`config.mk`:
```
export PLATFORM = sky130hd
export DESIGN_NAME = usr_shift_ctrl_flat
export DESIGN_NICKNAME = d
export VERILOG_FILES = /design/src/rtl/usr_shift_ctrl_if.sv /design/src/rtl/usr_shift_ctrl.sv /design/src/flat_wrapper.sv
export SDC_FILE = /design/constraint.sdc
export NUM_CORES = 1
export LEC_CHECK = 0
export CAP_MARGIN = 0
export CORE_MARGIN = 3
export CORE_UTILIZATION = 25
export CTS_CLUSTER_DIAMETER = 80
export DETAILED_ROUTE_END_ITERATION = 16
export REMOVE_ABC_BUFFERS = 1
export SLEW_MARGIN = 5
export SYNTH_ARGS = -nofsm -noshare
export SYNTH_HDL_FRONTEND = slang
export SYNTH_SLANG_ARGS = --single-unit
```
`constraint.sdc`:
```
create_clock -name clk -period 1.7 [get_ports clk]
set_clock_uncertainty 0.1 [all_clocks]
set_input_delay 0.34 -clock clk [delete_from_list [all_inputs] [get_ports clk]]
set_output_delay 0.34 -clock clk [all_outputs]
set_load 0.05 [all_outputs]
```
`src/rtl/usr_shift_ctrl_if.sv`:
```
// Command/response handshake bundle between a host sequencer and usr_shift_ctrl.
// The host drives the master side; the controller is the slave.
interface usr_shift_ctrl_if #(
    parameter int MAX_CNT = 8
);
    logic               cmd_valid;
    logic               cmd_ready;
    logic [2:0]         cmd_op;
    logic [3:0]         cmd_count;
    logic [3:0]         cmd_data;
    logic               cmd_fill;
    logic               rsp_valid;
    logic               rsp_ready;
    logic [3:0]         rsp_data;
    logic [MAX_CNT-1:0] rsp_sout;
    logic               rsp_err;

    modport master (
        output cmd_valid, cmd_op, cmd_count, cmd_data, cmd_fill, rsp_ready,
        input  cmd_ready, rsp_valid, rsp_data, rsp_sout, rsp_err
    );

    modport slave (
        input  cmd_valid, cmd_op, cmd_count, cmd_data, cmd_fill, rsp_ready,
        output cmd_ready, rsp_valid, rsp_data, rsp_sout, rsp_err
    );
endinterface

```
`src/rtl/usr_shift_ctrl.sv`:
```
// Sequencer for a 4-bit universal shift register: runs load/shift/rotate commands
// and returns the final word plus every bit shifted out.
module usr_shift_ctrl #(
    parameter int MAX_CNT = 8
) (
    input  logic                   clk,
    input  logic                   reset,
    usr_shift_ctrl_if.slave        bus,
    output logic [1:0]             usr_select,
    output logic [3:0]             usr_p_din,
    output logic                   usr_s_left_din,
    output logic                   usr_s_right_din,
    input  logic [3:0]             usr_p_dout,
    input  logic                   usr_s_left_dout,
    input  logic                   usr_s_right_dout
);
    typedef enum logic [1:0] {
        ST_IDLE  = 2'd0,
        ST_LOAD  = 2'd1,
        ST_SHIFT = 2'd2,
        ST_RESP  = 2'd3
    } state_t;

    localparam logic [2:0] OP_LOAD = 3'b000;
    localparam logic [2:0] OP_SHR  = 3'b001;
    localparam logic [2:0] OP_SHL  = 3'b010;
    localparam logic [2:0] OP_ROR  = 3'b011;
    localparam logic [2:0] OP_ROL  = 3'b100;
    localparam logic [3:0] MAX_CNT4 = 4'(MAX_CNT);

    state_t             state_r, state_s;
    logic [2:0]         op_r;
    logic [3:0]         cnt_r;
    logic [3:0]         step_r;
    logic [3:0]         data_r;
    logic               fill_r;
    logic [MAX_CNT-1:0] sout_r;
    logic               err_r;

    logic               accept_s;
    logic               illegal_s;
    logic [3:0]         count_sat_s;
    logic               right_op_s;
    logic               shift_out_s;

    assign bus.cmd_ready = (state_r == ST_IDLE) && reset;
    assign accept_s      = bus.cmd_valid && bus.cmd_ready;
    assign illegal_s     = (bus.cmd_op > OP_ROL);
    assign count_sat_s   = (bus.cmd_count > MAX_CNT4) ? MAX_CNT4 : bus.cmd_count;
    assign right_op_s    = (op_r == OP_SHR) || (op_r == OP_ROR);
    assign shift_out_s   = right_op_s ? usr_s_right_dout : usr_s_left_dout;

    // The register holds in RESP, so its output is the response word.
    assign bus.rsp_valid = (state_r == ST_RESP);
    assign bus.rsp_data  = usr_p_dout;
    assign bus.rsp_sout  = sout_r;
    assign bus.rsp_err   = err_r;

    // State register.
    always_ff @(posedge clk or negedge reset) begin
        if (!reset) begin
            state_r <= ST_IDLE;
        end else begin
            state_r <= state_s;
        end
    end

    // Next-state decode.
    always_comb begin
        state_s = state_r;
        case (state_r)
            ST_IDLE: begin
                if (accept_s) begin
                    if (bus.cmd_op == OP_LOAD) begin
                        state_s = ST_LOAD;
                    end else if (illegal_s || (count_sat_s == 4'd0)) begin
                        state_s = ST_RESP;
                    end else begin
                        state_s = ST_SHIFT;
                    end
                end else begin
                    state_s = ST_IDLE;
                end
            end
            ST_LOAD:  state_s = ST_RESP;
            ST_SHIFT: begin
                if (cnt_r <= 4'd1) begin
                    state_s = ST_RESP;
                end else begin
                    state_s = ST_SHIFT;
                end
            end
            ST_RESP: begin
                if (bus.rsp_ready) begin
                    state_s = ST_IDLE;
                end else begin
                    state_s = ST_RESP;
                end
            end
            default: state_s = ST_IDLE;
        endcase
    end

    // Command latch, step counter and serial-out capture.
    always_ff @(posedge clk or negedge reset) begin
        if (!reset) begin
            op_r   <= 3'b000;
            cnt_r  <= 4'd0;
            step_r <= 4'd0;
            data_r <= 4'b0000;
            fill_r <= 1'b0;
            sout_r <= '0;
            err_r  <= 1'b0;
        end else begin
            case (state_r)
                ST_IDLE: begin
                    if (accept_s) begin
                        op_r   <= bus.cmd_op;
                        cnt_r  <= count_sat_s;
                        step_r <= 4'd0;
                        data_r <= bus.cmd_data;
                        fill_r <= bus.cmd_fill;
                        sout_r <= '0;
                        err_r  <= illegal_s;
                    end
                end
                ST_SHIFT: begin
                    for (int i = 0; i < MAX_CNT; i++) begin
                        if (step_r == 4'(i)) begin
                            sout_r[i] <= shift_out_s;
                        end
                    end
                    cnt_r  <= cnt_r - 4'd1;
                    step_r <= step_r + 4'd1;
                end
                default: begin
                    cnt_r <= cnt_r;
                end
            endcase
        end
    end

    // Register control decode from state/op flops only; rotates feed the outgoing bit back.
    always_comb begin
        usr_select      = 2'b00;
        usr_p_din       = 4'b0000;
        usr_s_left_din  = 1'b0;
        usr_s_right_din = 1'b0;
        case (state_r)
            ST_LOAD: begin
                usr_select = 2'b11;
                usr_p_din  = data_r;
            end
            ST_SHIFT: begin
                if (right_op_s) begin
                    usr_select      = 2'b01;
                    usr_s_right_din = (op_r == OP_SHR) ? fill_r : usr_s_right_dout;
                end else begin
                    usr_select      = 2'b10;
                    usr_s_left_din  = (op_r == OP_SHL) ? fill_r : usr_s_left_dout;
                end
            end
            default: begin
                usr_select = 2'b00;
            end
        endcase
    end
endmodule

```
`src/flat_wrapper.sv`:
```
// flat-port wrapper written by rule: the top's interface ports become plain ports
module usr_shift_ctrl_flat 
#(
    parameter int MAX_CNT = 8
)
  (clk, reset, usr_select, usr_p_din, usr_s_left_din, usr_s_right_din, usr_p_dout, usr_s_left_dout, usr_s_right_dout, bus_cmd_valid, bus_cmd_op, bus_cmd_count, bus_cmd_data, bus_cmd_fill, bus_rsp_ready, bus_cmd_ready, bus_rsp_valid, bus_rsp_data, bus_rsp_sout, bus_rsp_err);
  usr_shift_ctrl_if #(.MAX_CNT(MAX_CNT)) bus_i ();
  input  logic clk;
  input  logic reset;
  output logic [1:0] usr_select;
  output logic [3:0] usr_p_din;
  output logic usr_s_left_din;
  output logic usr_s_right_din;
  input  logic [3:0] usr_p_dout;
  input  logic usr_s_left_dout;
  input  logic usr_s_right_dout;
  input wire logic [$bits(bus_i.cmd_valid)-1:0] bus_cmd_valid;
  input wire logic [$bits(bus_i.cmd_op)-1:0] bus_cmd_op;
  input wire logic [$bits(bus_i.cmd_count)-1:0] bus_cmd_count;
  input wire logic [$bits(bus_i.cmd_data)-1:0] bus_cmd_data;
  input wire logic [$bits(bus_i.cmd_fill)-1:0] bus_cmd_fill;
  input wire logic [$bits(bus_i.rsp_ready)-1:0] bus_rsp_ready;
  output wire logic [$bits(bus_i.cmd_ready)-1:0] bus_cmd_ready;
  output wire logic [$bits(bus_i.rsp_valid)-1:0] bus_rsp_valid;
  output wire logic [$bits(bus_i.rsp_data)-1:0] bus_rsp_data;
  output wire logic [$bits(bus_i.rsp_sout)-1:0] bus_rsp_sout;
  output wire logic [$bits(bus_i.rsp_err)-1:0] bus_rsp_err;
  assign bus_i.cmd_valid = bus_cmd_valid;
  assign bus_i.cmd_op = bus_cmd_op;
  assign bus_i.cmd_count = bus_cmd_count;
  assign bus_i.cmd_data = bus_cmd_data;
  assign bus_i.cmd_fill = bus_cmd_fill;
  assign bus_i.rsp_ready = bus_rsp_ready;
  assign bus_cmd_ready = bus_i.cmd_ready;
  assign bus_rsp_valid = bus_i.rsp_valid;
  assign bus_rsp_data = bus_i.rsp_data;
  assign bus_rsp_sout = bus_i.rsp_sout;
  assign bus_rsp_err = bus_i.rsp_err;
  usr_shift_ctrl #(.MAX_CNT(MAX_CNT)) u_core (.clk(clk), .reset(reset), .bus(bus_i), .usr_select(usr_select), .usr_p_din(usr_p_din), .usr_s_left_din(usr_s_left_din), .usr_s_right_din(usr_s_right_din), .usr_p_dout(usr_p_dout), .usr_s_left_dout(usr_s_left_dout), .usr_s_right_dout(usr_s_right_dout));
endmodule
```
==> results of run 1 <==
-- timing repair --
| item | CTS | global route |
|---|---|---|
| pin swaps | 5 | 9 |
| resized for setup | 24 | 27 |
| endpoints found under the setup margin | 16 | 25 |
| setup buffers | 6 | 11 |
| gates cloned | 0 | 1 |
-- stage by stage --
stage	util [%]	hold slack (ps)	std cells	area (µm²)	TNS (ps)
global route	44.66	240.1	310	2691	-2560
detailed placement	37.56	359.5	289	2263	-1562
finish	44.66	198.3	310	2691	-1384
global placement	37.56	350.6	289	2263	-1150
CTS	40.59	201.0	299	2446	-1283
floorplan	-	-55.59	166	1529	-2076
-- final timing paths --
path	from	end	slack, ps
max	u_core.state_r[1]$_DFF_PN0_	usr_select[0]	-180
min	reset	u_core.step_r[2]$_DFFE_PN0P_	200
max reg2reg	u_core.state_r[0]$_DFF_PN0_	u_core.bus.rsp_sout[0]$_DFFE_PN0P_	-40
min reg2reg	u_core.data_r[1]$_DFFE_PN0P_	u_core.data_r[1]$_DFFE_PN0P_	380
max in group asynchronous	reset	u_core.state_r[1]$_DFF_PN0_	1120
min in group clk	u_core.data_r[1]$_DFFE_PN0P_	u_core.data_r[1]$_DFFE_PN0P_	380
-- kinds of logic (layout without fill, tap and decap cells) --
| family | count (synthesis) | in the layout | share of synthesized area, % |
|---|---|---|---|
| fa+ha+maj | 11 | 11 | 8.689 |
| simple gates | 85 | 86 | 26.23 |
| compound gates | 22 | 22 | 9.321 |
| buf+inv | 17 | 77 | 5.608 |
| xor+xnor | 2 | 2 | 1.106 |
| flops | 27 | 27 | 42.65 |
| mux | 10 | 10 | 6.398 |
-- flip-flops by register name, indices dropped and copies added, names as in the netlist --
register	flops
u_core.bus.rsp_sout	8
u_core.data_r	4
u_core.cnt_r	4
u_core.bus.rsp_err	1
u_core.step_r	4
u_core.fill_r	1
u_core.op_r	3
u_core.state_r	2
-- cells in the mapped netlist, types with 3 or more instances --
cell type   n
nand2_1    42
dfrtp_1    27
ha_1       11
nand3_1    10
mux2i_1     9
inv_1       8
nor2_1      8
a21oi_1     6
and2_1      5
nor3_1      5
o21ai_1     5
buf_4       4
nand2b_1    3
nor2b_1     3
-- metal layers --
layer	up-vias	global-route usage, %
met2	29	17.58
li1	701	-
met3	4	2.594
met1	694	15.39
met4	0	3.453
met5	-	0
-- power groups by stage --
| stage | logic, mW | registers, mW | clock network [mW] |
|---|---|---|---|
| final | 3.07 | 1.16 | 0.387 |
| after global placement | 2.35 | 1.13 | 0 |
| after detailed placement | 2.38 | 1.13 | 0 |
| after CTS | 2.69 | 1.14 | 0.403 |
| after global routing | 3.31 | 1.19 | 0.426 |
| after floorplan | 1.22 | 1.26 | 0 |
-- cell type report --
cell class	count	area (µm²)	share of cell area [%]
repair buffers	64	843.3	31.33
well taps	75	93.84	3.487
clock inverters	1	7.507	0.2789
flip-flops and latches	27	676.9	25.15
inverters	9	38.79	1.441
clock buffers	3	41.29	1.534
multi-input cells	131	989.7	36.77
==> flow_summary.toml, run 1 <==
[pwr]
switchingPower_mw = 2.044
p_int_mw = 2.571
p_seq_share_pct = 25.1
clkPwrFrac_pct = 8.4
p_comb_share_pct = 66.5
p_sw_share_pct = 44.30
finalPower_mw = 4.615
p_per_area_nw_per_um2 = 1715
p_leak_nw = 1.231
vdd.ir_drop.worst_mv = 1.029

[clock_tree]
cts_tree = "yes"
cts_htree_levels = 1
numCtsBuffers = 3
cts_sinks = 27
clock_path_buffers = 2
cts_hold_buffers = 0
clk_pin_slew_ps = 100
insertion_delay_ps = 280
cts_root_buf = "clkbuf_8"

[sta]
final_max_slew_viol_count = 0
max_slew_margin_pct = 68.73
setup_violations = 14
grt_setup_unrepaired = "true"
setup_ws_ps = -180.8
finalHoldViolCount = 0
fmaxAchievable_ghz = 0.5317
worst_slew_pin_slew_ps = 468.0
period_minus_slack_ps = 1881
finalCritPeriodShare_pct = 110.6

[floorplanning]
fp.dieH_um = 85.60
die_w_um = 85.60
ios = 45
die_area_um2 = 7327
core.rowCount = 28
initial_core_util_pct = 26.29
fp.coreArea_um2 = 6026

[synthesis]
synth_edf_count = 0
synth_area_leaders = "dfrtp_1 43%, nand2_1 10%, ha_1 8.7%, mux2i_1 5.7%, nand3_1 3.2%"
synth_warnings = 0
async_reset_ff_share_pct = 100.0
synth-seq-area-share_pct = 42.65
synth_seq_cells = 27
yosysTopAreaCellShare_pct = 42.65
syn_inst = 174
synth_area_leader_cell = "dfrtp_1"
synth_cell_type_count = 37
synthesis.area_um2 = 1584
synthFlopType = "dfrtp_1"
synth.avg_cell_area_um2 = 9.104

[global_routing]
grt_remaining_overflow = 0
grt_pass1_vias = 1365
grt_pass1_wl_mm = 6.555
grt.total_usage_pct = 11.23
grt_max_degree = 17
antenna_found_initial = 0

[place]
globalplace.congestion = 0.8158
place_ws_ps = -131.1
io_buffers = 36
dp.final_hpwl_mm = 2.871

[drt]
drc_errors = 0
avgRoutedWirePerCell_um = 13.50
viasPerCell = 4.606
m1WireLength_mm = 1.936
ant_nets = 0
routed.top_layer = "met4"
wl_met2_mm = 2.037
wl_met3_um = 165
firstDrtPassIters = 4
wirelength_mm = 4.185
vias = 1428
first_iter_violations = 40

[layout]
n_antenna_cell = 0
nFillCells = 568
mostFrequentLayoutCells = "40 x nand2_1, 26 x dfrtp_1, 23 x buf_12"
synthToLayoutAreaGrowth_pct = 69.91
fin_nets = 269
mostFrequentLayoutCell = "nand2_1"
layout-drive-gt1-share_pct = 37.02

[critical_path]
crit_path_cell_trace = "ha_4 -> inv_4 -> nor2_1 -> o21a_1 -> buf_12"
startpoint_type = "flip-flop"
cp_max_fo = 4
cp.depth = 5
cp.required_ps = 1260
critical_path_class = "flip-flop to output port"
r2r_cells = 9
end_kind = "output port"
slowest_stage = "dfrtp_2"
worst_ep_arrival_time_ps = 1440
cp_top_family = "flip-flops"
slowest_delay_ps = 470
critPathBufInv = 2

[job]
maxCapViolCount = 0

[status]
status = "complete, but fails checks"
violations = "setup timing"

[worst_hold_path]
min-delay-path-class = "input pin to async pin"
(Power assumes the default switching activity.)
==> run 2: changes to the inputs <==
GPL_ROUTABILITY_DRIVEN = 0   (was unset)
==> results of run 2 <==
Final layout, timing and power as in run 1 (identical DEF).
